### src/rtl/fnd_pkg.sv
// Shared types and constants for the FND display arbiter.
// Holds the arbiter state enum, the data width and the 4-digit display clamp.
package fnd_pkg;

    localparam int FND_DATA_W = 14;
    localparam logic [FND_DATA_W-1:0] FND_MAX_VALUE = 14'd9999;
    localparam int FND_DWELL_W = 27;

    typedef enum logic [1:0] {
        ST_IDLE  = 2'd0,
        ST_HOLD0 = 2'd1,
        ST_HOLD1 = 2'd2
    } fnd_state_e;

    function automatic logic [FND_DATA_W-1:0] fnd_clamp(input logic [FND_DATA_W-1:0] v);
        return (v > FND_MAX_VALUE) ? FND_MAX_VALUE : v;
    endfunction

endpackage

### src/rtl/fnd_dwell_timer.sv
// Dwell timer: counts owned cycles and flags the last one of a dwell period.
// Clear has priority over enable so a re-armed hold starts from zero.
module fnd_dwell_timer
    import fnd_pkg::*;
#(
    parameter int DWELL_CYCLES = 100_000_000
) (
    input  logic clk_i,
    input  logic rst_i,
    input  logic clear_i,
    input  logic enable_i,
    output logic expire_o
);

    localparam logic [FND_DWELL_W-1:0] LAST = FND_DWELL_W'(DWELL_CYCLES - 1);

    logic [FND_DWELL_W-1:0] count_q, count_d;

    always_comb begin
        count_d = count_q;
        if (clear_i)
            count_d = '0;
        else if (enable_i)
            count_d = count_q + 1'b1;
    end

    always_ff @(posedge clk_i) begin
        if (rst_i)
            count_q <= '0;
        else
            count_q <= count_d;
    end

    assign expire_o = (count_q == LAST);

endmodule

### src/rtl/fnd_display_arbiter.sv
// Two-source round-robin arbiter with a minimum dwell time for a 4-digit FND.
// Optional macro FND_ARB_SATURATE_EN clamps displayed values above 9999.
module fnd_display_arbiter
    import fnd_pkg::*;
#(
    parameter int DWELL_CYCLES = 100_000_000
) (
    input  logic                  i_clk,
    input  logic                  i_reset,
    input  logic [1:0]            i_req,
    input  logic [FND_DATA_W-1:0] i_data0,
    input  logic [FND_DATA_W-1:0] i_data1,
    output logic [1:0]            o_grant,
    output logic [FND_DATA_W-1:0] o_counter_data,
    output logic                  o_busy
);

    fnd_state_e            state_q, state_d;
    logic                  rr_q, rr_d;
    logic [FND_DATA_W-1:0] data_q, data_d;
    logic [FND_DATA_W-1:0] src_data;
    logic                  expire;
    logic                  busy;

    // Counter is held at zero while idle and restarts at every expiry,
    // so each hold (fresh or re-armed) sees a full dwell period.
    fnd_dwell_timer #(.DWELL_CYCLES(DWELL_CYCLES)) u_dwell (
        .clk_i    (i_clk),
        .rst_i    (i_reset),
        .clear_i  ((state_q == ST_IDLE) || expire),
        .enable_i (busy),
        .expire_o (expire)
    );

    always_ff @(posedge i_clk) begin
        if (i_reset) begin
            state_q <= ST_IDLE;
            rr_q    <= 1'b0;
            data_q  <= '0;
        end else begin
            state_q <= state_d;
            rr_q    <= rr_d;
            data_q  <= data_d;
        end
    end

    always_comb begin
        state_d = state_q;
        unique case (state_q)
            ST_IDLE: begin
                if (i_req == 2'b11)
                    state_d = rr_q ? ST_HOLD0 : ST_HOLD1;
                else if (i_req[0])
                    state_d = ST_HOLD0;
                else if (i_req[1])
                    state_d = ST_HOLD1;
            end
            ST_HOLD0: begin
                if (expire)
                    state_d = i_req[1] ? ST_HOLD1 : (i_req[0] ? ST_HOLD0 : ST_IDLE);
            end
            ST_HOLD1: begin
                if (expire)
                    state_d = i_req[0] ? ST_HOLD0 : (i_req[1] ? ST_HOLD1 : ST_IDLE);
            end
            default: state_d = ST_IDLE;
        endcase
    end

    always_comb begin
        rr_d = rr_q;
        if (state_d == ST_HOLD0)
            rr_d = 1'b0;
        else if (state_d == ST_HOLD1)
            rr_d = 1'b1;
    end

    always_comb begin
        o_grant = 2'b00;
        busy    = 1'b0;
        case (state_q)
            ST_HOLD0: begin o_grant = 2'b01; busy = 1'b1; end
            ST_HOLD1: begin o_grant = 2'b10; busy = 1'b1; end
            default:  begin o_grant = 2'b00; busy = 1'b0; end
        endcase
    end

    assign src_data = (state_q == ST_HOLD1) ? i_data1 : i_data0;

    always_comb begin
        data_d = data_q;
        if (busy) begin
`ifdef FND_ARB_SATURATE_EN
            data_d = fnd_clamp(src_data);
`else
            data_d = src_data;
`endif
        end
    end

    assign o_busy         = busy;
    assign o_counter_data = data_q;

endmodule

### config.mk
export PLATFORM = sky130hd
export DESIGN_NAME = fnd_display_arbiter
export DESIGN_NICKNAME = d
export VERILOG_FILES = /design/src/rtl/fnd_pkg.sv /design/src/rtl/fnd_dwell_timer.sv /design/src/rtl/fnd_display_arbiter.sv
export SDC_FILE = /design/constraint.sdc
export NUM_CORES = 1
export LEC_CHECK = 0
export ABC_AREA = 1
export CAP_MARGIN = 20
export CORE_AREA = 2 2 69 71
export CTS_CLUSTER_SIZE = 10
export DETAILED_ROUTE_END_ITERATION = 12
export DIE_AREA = 0 0 71 73
export DONT_BUFFER_PORTS = 1
export MAX_ROUTING_LAYER = met4
export PLACE_DENSITY_LB_ADDON = 0.25
export RECOVER_POWER = 50
export SLEW_MARGIN = 20
export SYNTH_ARGS = -nofsm -noshare
export SYNTH_HDL_FRONTEND = slang
export SYNTH_SLANG_ARGS = --single-unit
### constraint.sdc
create_clock -name i_clk -period 1.63 [get_ports i_clk]
set_clock_uncertainty 0.05 [all_clocks]
set_input_delay 0.326 -clock i_clk [delete_from_list [all_inputs] [get_ports i_clk]]
set_output_delay 0.326 -clock i_clk [all_outputs]
set_load 0.03 [all_outputs]
==> metrics.txt <==
status finished, final reports clean; Crit path max-delay family simple AND/OR/NAND/NOR gates; vias in the first global route 2,089; Reg clk slew, reported paths 0.08 ns; max cap viols 0; I/O pin total 49; startpoint types register; number of antenna violations at the first check in global routing 0; Crit Path Max Fanout 6; syn_area_per_cell 7.16 um^2; Mapped Area 2460 um^2; reg2reg start state_q[1]; TritonRoute pass-1 iters 4; layout cell share with drive strength beyond 1 27.7%; RePlAce Congestion 0.911; clock root cell clkbuf_8; critical path, cell by cell inv_2, ha_4, inv_4, nor2_4, nand4_4, nor2_4, a21oi_2, nor3_1; DP Area 2690 um^2; Post-DP HPWL 4050 um; Final Setup Violations 0; worst hold path class in -> reg; sequential element share of the synthesized area 35.8%; drt drc 0; most used cell, CP nor2_4; RSZ-0062 raised after global routing yes; post-layout minimum cycle time 1.62 ns; maximum vdd drop 0.727 mV; Clock Sinks 44; Syn Inst Count 343; PD cells 1020 nW/um^2; worst skew pair latency 0.30 ns; Antenna Nets Post-Route 0; CTS max path bufs 2; core area 4540 um^2; die height 73 um; DR vias/cell 5.29; Pins Over Slew Limit 0; Num CTS Buffers 5; GRT overflow 0; R2R cell count 8; NumNets Final 404; Ant. Diodes 0; Initial Util 54.2%; power consumption 3040 uW; Iteration-0 DRC Markers 104; R2R Setup Slk 0.007 ns; Total Die Area 5180 um^2; Vias 2,231; Ys Warns 0; largest net degree at the start of global routing 33; Area Overhead vs Synth 22.0%; Final Cycle Share 99.6%; critical path arrival 1.79 ns; IO Port Bufs 0; Yosys reg bits 44; CP startpoint state_q[1]; Max Clock Freq 616 MHz; final hold vios 0; CTS tree built; row count 25; Die Wd 71 um; net count after synthesis 380; critical path class reg -> reg; Pleak 0.00130 uW; wirelength, routed 5440 um; first-pass GRT wire length 8770 um; Crit-path slowest cell dfxtp_2; wire per inst 12.9 um; Worst-Margin Slew 0.338 ns; Slew HR 77.4%; total track usage 21.8%; CP bufs+invs 2; WP data required 1.80 ns; synth unique cells 32; H-tree depth 2; CP Depth 8; CP Capture Type register; max incr delay on CP 0.35 ns; CP Capture Point u_dwell.count_q[16]; fin area 3000 um^2; worst reg2reg endpoint u_dwell.count_q[16]
-- cell usage in the layout (no fill, tap or decap), drive strengths merged, types with 3 or more instances in the layout --
cell	n
a21oi	9
buf	26
bufinv	3
clkbuf	5
dfxtp	44
ha	5
inv	44
nand2	83
nand3	30
nand4	5
nor2	51
nor3	17
nor4	4
o211ai	15
o21ai	5
or2	3
xor2	10
-- synth_stat cells --
master    number  area share, %
inv_1         40            6.1
buf_2          2           0.41
a21oi_1        9            1.8
nand3_2        2           0.81
dfxtp_1       44             36
o21bai_1       2           0.61
nor2_1        43            6.6
nor2_4         5            2.3
nor4_2         1           0.51
o21ai_0        5            1.0
nand2_4        2           0.92
ha_1           5            2.5
and3_1         2           0.51
o211ai_1      15            4.6
nand4_4        1           0.87
inv_2          3           0.46
a211oi_2       1           0.51
nand2_2        7            1.8
buf_4          1           0.31
xnor2_1        2           0.71
or2_2          3           0.76
clkinv_1       2           0.31
nor3_1        10            2.0
nor4_1         3           0.76
nand3b_4       1           0.81
xor2_1        10            3.6
nor2_2         3           0.76
nand4_1        4            1.0
nor3_2         7            2.9
nand3_1       28            5.7
nand2_1       74             11
clkbuf_1       6           0.92
-- cell type report --
type	count	area, um^2
well taps	54	67.6
repair buffers	26	220
fillers	377	1540
inverters	45	174
clock buffers	5	68.8
multi-input cells	245	1480
clock inverters	3	90.1
flip-flops and latches	44	896
-- worst register-to-register path, stage by stage, from the launching register on --
cell	delay, ns
dfxtp_2	0.35
inv_2	0.05
ha_4	0.31
inv_4	0.08
nor2_4	0.14
nand4_4	0.14
nor2_4	0.17
a21oi_2	0.07
nor3_1	0.18
-- flip-flops by register name (all words and copies together), names as in the netlist --
register,flops
o_counter_data,14
rr_q,1
state_q,2
u_dwell.count_q,27
-- routing by layer --
metal	vias up	part of all wire, %	GRT usage [%]
li1	1153	-	-
met1	999	44	25.6
met2	60	48	35.1
met4	0	3.0	10.1
met5	-	0	-
met3	19	5.4	5.66
-- worst min-delay path by stage --
stage	from	to	slack (ns)	cells after the start
final	i_reset	state_q[1]	0.04	1
after global routing	i_reset	state_q[0]	0.04	1
after CTS	i_reset	state_q[0]	0.04	1
after detailed placement	i_reset	state_q[1]	0.36	1
after global placement	i_reset	state_q[1]	0.36	1
after floorplan	i_reset	state_q[0]	0.34	1
-- cell families (layout without fill, tap and decap cells) --
kind of cell | after synthesis | after routing | synth area share (%)
adder cells (fa/ha/maj) | 5 | 5 | 2.55
flip-flops | 44 | 44 | 35.8
buffers and inverters | 54 | 79 | 8.50
AO/OA/AOI/OAI | 32 | 32 | 8.55
AND/OR/NAND/NOR | 196 | 196 | 40.3
XOR/XNOR | 12 | 12 | 4.28
-- timing repair --
item                                    4_1_cts  5_1_grt
setup buffers                                 1        5
resized for setup                             2       34
endpoints found under the setup margin        2       31
hold buffers                                  0        0
pin swaps                                     2       14
-- power breakdown --
group	internal, uW	switching [uW]	total [uW]	leakage [uW]
Clock	766	377	1140	0.0000784
Combinational	216	318	534	0.000854
Sequential	1160	204	1370	0.000364
Total	2150	898	3040	0.00130
-- metrics by stage --
step / TNS, ns / setup slack (ns) / cells / utilization (%) / hold slack [ns]
final: 0 / 0.00684 / 422 / 66.1 / 0.0442
after global routing: -0.327 / -0.0840 / 422 / 66.1 / 0.0350
after CTS: 0 / 0.000791 / 417 / 63.1 / 0.0382
after detailed placement: -0.00727 / -0.00727 / 408 / 59.2 / 0.356
after global placement: 0 / 0.0600 / 408 / 59.2 / 0.360
after floorplan: -0.307 / -0.105 / 343 / - / 0.340
(Power assumes the default switching activity.)
